===== config.mk =====
export PLATFORM = sky130hd
export DESIGN_NAME = calc_engine
export DESIGN_NICKNAME = d
export VERILOG_FILES = /design/src/rtl/calc_pkg.sv /design/src/rtl/calc_regfile.sv /design/src/rtl/calc_engine.sv
export SDC_FILE = /design/constraint.sdc
export NUM_CORES = 1
export LEC_CHECK = 0
export ABC_AREA = 1
export ABC_CLOCK_PERIOD_IN_PS = 2200
export CAP_MARGIN = 10
export CORE_MARGIN = 2
export CORE_UTILIZATION = 35
export CTS_CLUSTER_SIZE = 25
export DETAILED_ROUTE_END_ITERATION = 8
export PLACE_DENSITY_LB_ADDON = 0.15
export SYNTH_ARGS = -nofsm -noshare
export SYNTH_HDL_FRONTEND = slang
export SYNTH_HIERARCHICAL = 1
export SYNTH_SLANG_ARGS = --single-unit

===== constraint.sdc =====
create_clock -name clk -period 2.2 [get_ports clk]
set_input_delay 0.44 -clock clk [delete_from_list [all_inputs] [get_ports clk]]
set_output_delay 0.44 -clock clk [all_outputs]
set_load 0.03 [all_outputs]

===== src/rtl/calc_pkg.sv =====
// rtl/calc_pkg.sv - shared op codes, FSM states and operand-select bits for calc_engine
//
// Contents:
//   op_t / OP_*     3-bit operation codes
//   state_t / S_*   sequencing FSM state encodings
//   SRC_A_BIT/B_BIT bit positions within src_sel
package calc_pkg;

  typedef logic [2:0] op_t;
  typedef logic [2:0] state_t;

  localparam op_t OP_ADD  = 3'b000;
  localparam op_t OP_SUB  = 3'b001;
  localparam op_t OP_AND  = 3'b010;
  localparam op_t OP_OR   = 3'b011;
  localparam op_t OP_XOR  = 3'b100;
  localparam op_t OP_MUL  = 3'b101;
  localparam op_t OP_PASS = 3'b110;
  localparam op_t OP_CLR  = 3'b111;

  localparam state_t S_IDLE  = 3'd0;
  localparam state_t S_FETCH = 3'd1;
  localparam state_t S_EXEC  = 3'd2;
  localparam state_t S_MUL   = 3'd3;
  localparam state_t S_WB    = 3'd4;

  localparam int SRC_A_BIT = 0;
  localparam int SRC_B_BIT = 1;

endpackage


===== src/rtl/calc_regfile.sv =====
// rtl/calc_regfile.sv - register file with two combinational reads and one synchronous write
//
// Ports:
//   clk, rst_n        clock, asynchronous active-low reset (clears every entry)
//   raddr_a/rdata_a   read port A (combinational)
//   raddr_b/rdata_b   read port B (combinational)
//   we, waddr, wdata  write port, captured on the rising edge when we=1
module calc_regfile #(
  parameter int WIDTH = 8,
  parameter int DEPTH = 4,
  localparam int AW = $clog2(DEPTH)
) (
  input  logic             clk,
  input  logic             rst_n,
  input  logic [AW-1:0]    raddr_a,
  output logic [WIDTH-1:0] rdata_a,
  input  logic [AW-1:0]    raddr_b,
  output logic [WIDTH-1:0] rdata_b,
  input  logic             we,
  input  logic [AW-1:0]    waddr,
  input  logic [WIDTH-1:0] wdata
);

  logic [WIDTH-1:0] mem [DEPTH];

  assign rdata_a = mem[raddr_a];
  assign rdata_b = mem[raddr_b];

  always_ff @(posedge clk or negedge rst_n) begin
    if (!rst_n) begin
      for (int i = 0; i < DEPTH; i++) begin
        mem[i] <= '0;
      end
    end else if (we) begin
      mem[waddr] <= wdata;
    end
  end

endmodule


===== src/rtl/calc_engine.sv =====
// rtl/calc_engine.sv - sequenced calculator: operand fetch, ALU/iterative multiply, register write-back
//
// Ports:
//   clk, rst_n           clock, asynchronous active-low reset
//   start                command request, only honoured while busy=0
//   op, src_sel          operation and operand source selection
//   in1, in2             external operands
//   raa, rab, wa         register read addresses (A, B) and write-back address
//   busy                 high whenever a command is in flight
//   done                 one-cycle pulse when out/zero/carry are updated
//   out, zero, carry     registered result and flags of the last completed command
module calc_engine
  import calc_pkg::*;
#(
  parameter int WIDTH = 8,
  parameter int DEPTH = 4,
  localparam int AW = $clog2(DEPTH)
) (
  input  logic             clk,
  input  logic             rst_n,
  input  logic             start,
  input  logic [2:0]       op,
  input  logic [1:0]       src_sel,
  input  logic [WIDTH-1:0] in1,
  input  logic [WIDTH-1:0] in2,
  input  logic [AW-1:0]    raa,
  input  logic [AW-1:0]    rab,
  input  logic [AW-1:0]    wa,
  output logic             busy,
  output logic             done,
  output logic [WIDTH-1:0] out,
  output logic             zero,
  output logic             carry
);

  // Counter spans 0..WIDTH: WIDTH shift-add steps plus one finalising cycle.
  localparam int CW = $clog2(WIDTH + 1);
  localparam logic [CW-1:0] CNT_LAST = CW'(WIDTH);

  state_t             state;
  op_t                op_q;
  logic [1:0]         src_q;
  logic [WIDTH-1:0]   in1_q, in2_q;
  logic [AW-1:0]      raa_q, rab_q, wa_q;
  logic [WIDTH-1:0]   a_q, b_q;
  logic [2*WIDTH-1:0] mcand, acc;
  logic [CW-1:0]      cnt;
  logic [WIDTH-1:0]   res_q;
  logic               cy_q;
  logic [WIDTH-1:0]   out_q;
  logic               zero_q, carry_q, done_q;

  logic [WIDTH-1:0]   rd_a, rd_b;
  logic [WIDTH-1:0]   opnd_a, opnd_b;
  logic [WIDTH:0]     sum, dif;
  logic [WIDTH-1:0]   alu_res;
  logic               alu_cy;
  logic [2*WIDTH-1:0] acc_next;

  calc_regfile #(
    .WIDTH(WIDTH),
    .DEPTH(DEPTH)
  ) u_regfile (
    .clk    (clk),
    .rst_n  (rst_n),
    .raddr_a(raa_q),
    .rdata_a(rd_a),
    .raddr_b(rab_q),
    .rdata_b(rd_b),
    .we     (state == S_WB),
    .waddr  (wa_q),
    .wdata  (res_q)
  );

  assign opnd_a = src_q[SRC_A_BIT] ? rd_a : in1_q;
  assign opnd_b = src_q[SRC_B_BIT] ? rd_b : in2_q;

  // One extra MSB gives carry-out for ADD and borrow for SUB.
  assign sum = {1'b0, a_q} + {1'b0, b_q};
  assign dif = {1'b0, a_q} - {1'b0, b_q};

  always_comb begin
    alu_res = '0;
    alu_cy  = 1'b0;
    case (op_q)
      OP_ADD:  begin alu_res = sum[WIDTH-1:0]; alu_cy = sum[WIDTH]; end
      OP_SUB:  begin alu_res = dif[WIDTH-1:0]; alu_cy = dif[WIDTH]; end
      OP_AND:  alu_res = a_q & b_q;
      OP_OR:   alu_res = a_q | b_q;
      OP_XOR:  alu_res = a_q ^ b_q;
      OP_PASS: alu_res = a_q;
      default: alu_res = '0;
    endcase
  end

  // b_q is consumed LSB-first while mcand shifts left, so each step adds A*2^i.
  assign acc_next = b_q[0] ? (acc + mcand) : acc;

  always_ff @(posedge clk or negedge rst_n) begin
    if (!rst_n) begin
      state   <= S_IDLE;
      op_q    <= '0;
      src_q   <= '0;
      in1_q   <= '0;
      in2_q   <= '0;
      raa_q   <= '0;
      rab_q   <= '0;
      wa_q    <= '0;
      a_q     <= '0;
      b_q     <= '0;
      mcand   <= '0;
      acc     <= '0;
      cnt     <= '0;
      res_q   <= '0;
      cy_q    <= 1'b0;
      out_q   <= '0;
      zero_q  <= 1'b1;
      carry_q <= 1'b0;
      done_q  <= 1'b0;
    end else begin
      done_q <= 1'b0;
      case (state)
        S_IDLE: begin
          if (start) begin
            op_q  <= op;
            src_q <= src_sel;
            in1_q <= in1;
            in2_q <= in2;
            raa_q <= raa;
            rab_q <= rab;
            wa_q  <= wa;
            state <= S_FETCH;
          end
        end
        S_FETCH: begin
          a_q <= opnd_a;
          b_q <= opnd_b;
          if (op_q == OP_MUL) begin
            mcand <= {{WIDTH{1'b0}}, opnd_a};
            acc   <= '0;
            cnt   <= '0;
            state <= S_MUL;
          end else begin
            state <= S_EXEC;
          end
        end
        S_EXEC: begin
          res_q <= alu_res;
          cy_q  <= alu_cy;
          state <= S_WB;
        end
        S_MUL: begin
          if (cnt == CNT_LAST) begin
            res_q <= acc[WIDTH-1:0];
            cy_q  <= |acc[2*WIDTH-1:WIDTH];
            state <= S_WB;
          end else begin
            acc   <= acc_next;
            mcand <= mcand << 1;
            b_q   <= b_q >> 1;
            cnt   <= cnt + CW'(1);
          end
        end
        S_WB: begin
          out_q   <= res_q;
          zero_q  <= (res_q == '0);
          carry_q <= cy_q;
          done_q  <= 1'b1;
          state   <= S_IDLE;
        end
        default: state <= S_IDLE;
      endcase
    end
  end

  assign busy  = (state != S_IDLE);
  assign done  = done_q;
  assign out   = out_q;
  assign zero  = zero_q;
  assign carry = carry_q;

endmodule


# Word-level counts from Yosys, hierarchy flattened
# Index checks and enable logic that the tools add are counted.
# W data, S select, Z words.
[word_totals] mem_bits_ro=0 memories=0 reg_bits=134 ramBits=0 latchBits=0
[op_classes] shift=0 n_reduce_logical=14 muxes=34 bitwise_logic=6 add_sub_neg=4 eq_ne=16 n_div=0 n_mul=0 n_lt_le_gt_ge=4
[ops] op="$mux W16" n=5
[ops] op="$mux W8" n=9
[ops] op="$pmux W16 S2" n=2
[ops] op="$pmux W8 S6" n=1
[ops] op="$bmux W8 S2" n=2
[ops] op="$bwmux W32" n=1
[ops] op="$pmux W8 S2" n=2
[ops] op="$add A16 B16 Y16" n=1
[ops] op="$demux W8 S2" n=1
[ops] op="$eq A3 B2 Y1 const B" n=4
[ops] op="$eq A3 B3 Y1 const B" n=4
[ops] op="$pmux W3 S4" n=1
[ops] op="$ne A2 B2 Y1 const B" n=5
[ops] op="$add A8 B8 Y9" n=1
[ops] op="$ge A3 B3 Y1 const B" n=3
[ops] op="$not A2 Y3" n=3
[ops] op="$sub A8 B8 Y9" n=1
[ops] op="$and A8 B8 Y8" n=1
[ops] op="$logic_not A8 Y1" n=1
[ops] op="$mux W4" n=2
[ops] op="$or A8 B8 Y8" n=1
[ops] op="$pmux W4 S2" n=1
[ops] op="$reduce_and A2 Y1" n=4
[ops] op="$reduce_or A8 Y1" n=1
[ops] op="14 further kinds" n=21

# Longest topological paths before layout
# Gate-level depths: netlist (run 1).
[logic_depth] depth_word=7 depth_mapped=13 ltp_nobuf=12

# By module
# Netlist (run 1), hierarchy kept.
[by_module_without_submodules] module="calc_engine" cells_each=793 n_inst=1 area_per_inst_um2=6214.7
[by_module_without_submodules] module="calc_regfile" cells_each=297 n_inst=1 area_per_inst_um2=2054.5

# Least setup slack after synthesis (run 1)
# No wires, ideal clock.
[synth_path] path_kind="reg2reg" startpoint="register mcand[0]" endpoint="register acc[10]" setup_slack_ps=284 path_buffers=0 path_stages_with_launch=12 arrival_ps=1839 cell_sequence="dfrtp_1 > ha_1 > fa_1 > nand3_1 > nand2_1 > a21boi_0 > nor2_1 > nand2_1 > nand2_1 > nand2_1 > nand2_1 > o21ai_1"
[synth_via] elab_chain_len=4
[synth_rtl] element="from (decl)" line_no="calc_engine.sv:46" rtl="logic [2*WIDTH-1:0] mcand, acc;"
[synth_rtl] element="from (signal assigned)" line_no="calc_engine.sv:139" rtl="mcand <= {{WIDTH{1'b0}}, opnd_a};"
[synth_rtl] element="from (signal assigned)" line_no="calc_engine.sv:159" rtl="mcand <= mcand << 1;"
[synth_rtl] element="$add A16 B16 Y16" line_no="calc_engine.sv:97" rtl="assign acc_next = b_q[0] ? (acc + mcand) : acc;"
[synth_rtl] element="$mux W16" line_no="calc_engine.sv:97"
[synth_rtl] element="$mux W16" line_no="calc_engine.sv:153" rtl="if (cnt == CNT_LAST) begin"
[synth_rtl] element="$pmux W16 S2" line_no="calc_engine.sv:122" rtl="case (state)"
[synth_rtl] element="to (signal assigned)" line_no="calc_engine.sv:158" rtl="acc <= acc_next;"
[synth_rtl] element="to (decl)" line_no="calc_engine.sv:46"
# Every way passes these cells. The select of a mux whose other input is x is not followed.
# A chain may end at the register's enable or synchronous reset.

# Worst setup path after layout (run 1)
[layout_path] startpoint="register acc[0]" endpoint="register acc[10]"
[layout_via] elab_chain_len=4
[layout_rtl] element="$add A16 B16 Y16" line_no="calc_engine.sv:97"
[layout_rtl] element="$mux W16" line_no="calc_engine.sv:97"
[layout_rtl] element="$mux W16" line_no="calc_engine.sv:153"
[layout_rtl] element="$pmux W16 S2" line_no="calc_engine.sv:122"
# Every way passes these cells. The select of a mux whose other input is x is not followed.

==> results of run 1 <==
[critical path, stage by stage, from the launching register on]
cell and delay [ns]:
dfrtp_1 0.40, ha_1 0.24, fa_1 0.43, nand3_1 0.09, nand2_1 0.11, a21boi_0 0.18, buf_4 0.14, nor2_1 0.05
nand2_1 0.06, nand2_1 0.07, nor2_1 0.10, o21ai_1 0.07
[power breakdown]
part | switching (mW) | total (mW) | internal (mW)
clock network | 1.31 | 2.94 | 1.63
logic | 4.76 | 7.29 | 2.53
registers | 1.04 | 4.49 | 3.45
[timing repair]
| item | CTS | global route |
|---|---|---|
| pin swaps | 0 | 0 |
| setup buffers | 0 | 0 |
| endpoints found under the hold margin | 38 | 0 |
| hold buffers | 1 | 0 |
| endpoints found under the setup margin | 1 | 3 |
| gates resized for setup | 1 | 1 |
[synth_stat cells (4+ instances only)]
cell type and n:
o22ai_1 16, clkbuf_1 7, mux2_2 11, inv_2 8, dfrtp_1 133, inv_1 144, ha_1 43, buf_4 4
a21oi_1 51, nand3b_1 4, o21ai_0 52, xnor2_1 5, o21ai_1 10, nand4_1 25, nor2_1 64, nand3_1 92
o21ai_2 8, buf_6 5, o211ai_1 16, nand2_1 321, buf_2 19
[state kept, by name, indices dropped and copies added (netlist names), 4 cells and up]
signal	count
cnt	4
out	8
a_q	8
in1_q	8
b_q	8
mcand	16
in2_q	8
u_regfile/mem	32
res_q	8
acc	16
[layout make-up]
class	instances	area share
multi-input combinational	767	0.424
sequential	134	0.344
timing repair buffer	66	0.0694
inverter	153	0.0595
clock buffer	17	0.0437
tap	319	0.0410
clock inverter	15	0.0182
[final timing paths]
path,start,end,slack [ns],cells past startpoint
max reg2reg,acc[0],acc[10],0.14,11
min reg2reg,u_regfile/mem[12],u_regfile/mem[12],0.47,2
max in group asynchronous,rst_n,acc[15],1.04,3
min in group asynchronous,rst_n,u_regfile/mem[20],0.50,2
max,acc[0],acc[10],0.14,11
min,u_regfile/mem[12],u_regfile/mem[12],0.47,2
[cells by family (layout without fill, tap and decap cells)]
family,Yosys count,in the layout
AND/OR/NAND/NOR,530,530
flip-flops,134,134
adder cells (fa/ha/maj),46,46
buffers and inverters,189,251
multiplexers,11,11
XOR/XNOR,7,7
AO/OA/AOI/OAI,173,173
[per-layer routing]
| metal | share of wire | up-vias | GRT usage |
|---|---|---|---|
| li1 | - | 3650 | - |
| met1 | 0.49 | 3395 | 0.295 |
| met2 | 0.45 | 141 | 0.311 |
| met5 | 0 | - | 0 |
| met3 | 0.040 | 25 | 0.0298 |
| met4 | 0.020 | 0 | 0.0710 |
==> impl_metrics.env, run 1 <==
export IMPL_dieArea_um2=24900
export IMPL_core_um2=23300
export IMPL_placed_area_um2=9120
export IMPL_grt_max_degree=43
export IMPL_clock_root_buffer="clkbuf_16"
export IMPL_syn_avg_cell_area_um2=7.59
export IMPL_cellPowerDensity_nw_per_um2=1510
export IMPL_cts_buffer_depth=2
export IMPL_drt_iter0_drc=557
export IMPL_drc=0
export IMPL_vias_per_cell=4.90
export IMPL_htree_levels=4
export IMPL_gp_congestion=0.882
export IMPL_antenna_cells=0
export IMPL_synth_warnings=6
export IMPL_final_cell_mix="nand2_1, inv_1, dfrtp_1"
export IMPL_crit_arrival_ns=2.38
export IMPL_min_period_ns=2.06
export IMPL_dieWidth_um=158
export IMPL_drive_above_1_share=0.0894
export IMPL_synthMuxAreaShare=0.0150
export IMPL_grt_total_usage=0.204
export IMPL_routedWlPerCell_um=16.4
export IMPL_max_cap_viol_count=0
export IMPL_worst_setup_path_type="reg -> reg"
export IMPL_synthesis_area_um2=8270
export IMPL_status="finished clean"
export IMPL_netlist_top_cells_area="dfrtp_1, nand2_1, inv_1, ha_1, nand3_1"
export IMPL_hold_violations=0
export IMPL_netlist_instances=1090
export IMPL_synth_nets=1166
export IMPL_dp_slack_ns=0.140
export IMPL_leakagePower_nw=4.93
export IMPL_slew_headroom=0.515
export IMPL_synth_top_area_frac=0.402
export IMPL_skew_ns=0.0119
export IMPL_num_vias=7211
export IMPL_io_pins=42
export IMPL_fin_nets=1215
export IMPL_post_route_period_util=0.937
export IMPL_final_antenna_net_count=0
export IMPL_n_fill_cell=2394
export IMPL_ys_ff_latch=134
export IMPL_cts_tree="yes"
export IMPL_synth_compound_area_frac=0.123
export IMPL_dr_pass1_iters=5
export IMPL_cts_sinks=134
export IMPL_area_growth_pct=17.8
export IMPL_multi_input_area_um2=4130
export IMPL_synthSimpleGateAreaFrac=0.281
export IMPL_critPathCaptureType="register"
export IMPL_synth_cell_type_count=50
export IMPL_die_y_um=158
export IMPL_min_path_type="reg -> reg"
export IMPL_hpwl_mm=18.4
export IMPL_yosysSeqAreaShare=0.406
export IMPL_worstMarginPinSlew_ns=0.727
export IMPL_synthXorXnorAreaFrac=0.00741
export IMPL_start_kind="register"
export IMPL_grt_pass1_wl_mm=38.6
export IMPL_finalCoreUtilization=0.417
export IMPL_numPortBuffers=41
export IMPL_fmax_mhz=485
export IMPL_synth_top_family_by_area="simple AND/OR/NAND/NOR gates"
export IMPL_overflow=0
export IMPL_synth_fa_ha_area_frac=0.0723
export IMPL_power_mw=14.7
export IMPL_row_count=56
export IMPL_synth_edf_count=0
export IMPL_final_max_slew_viol_count=0
export IMPL_final_area_um2=9740
export IMPL_grt_pass1_vias=6786
export IMPL_synth_ff_type="dfrtp_1"
export IMPL_start_util=0.354
export IMPL_rsz0062_at_grt="false"
export IMPL_clkTransAtPathRegs_ns=0.07
export IMPL_synthArstFlopShare=1.00
export IMPL_cp_max_fo=4
export IMPL_totalWireLength_mm=24.1
export IMPL_cts_buffers=17
export IMPL_seq_area_um2=3350
export IMPL_required_ns=2.52
export IMPL_dp_cells=1438
export IMPL_clock_latency_ns=0.43
export IMPL_antenna_found_initial=0
export IMPL_vdd_drop_max_v=0.000613
export IMPL_whs_ns=0.471
export IMPL_finalSetupViolCount=0
export IMPL_mostFrequentLayoutCell="nand2_1"
export IMPL_fin_tns_setup_ns=0
export IMPL_final_cell_count_no_fill=1471
export IMPL_final_setup_worst_slack_ns=0.138
export IMPL_synth_top_area_cell="dfrtp_1"
No activity file was read; power rests on OpenSTA's default activity.
==> run 2: changes to the inputs <==
TNS_END_PERCENT = 1   (was not set)
==> results of run 2 <==
Final layout, timing and power as in run 1 (identical DEF).
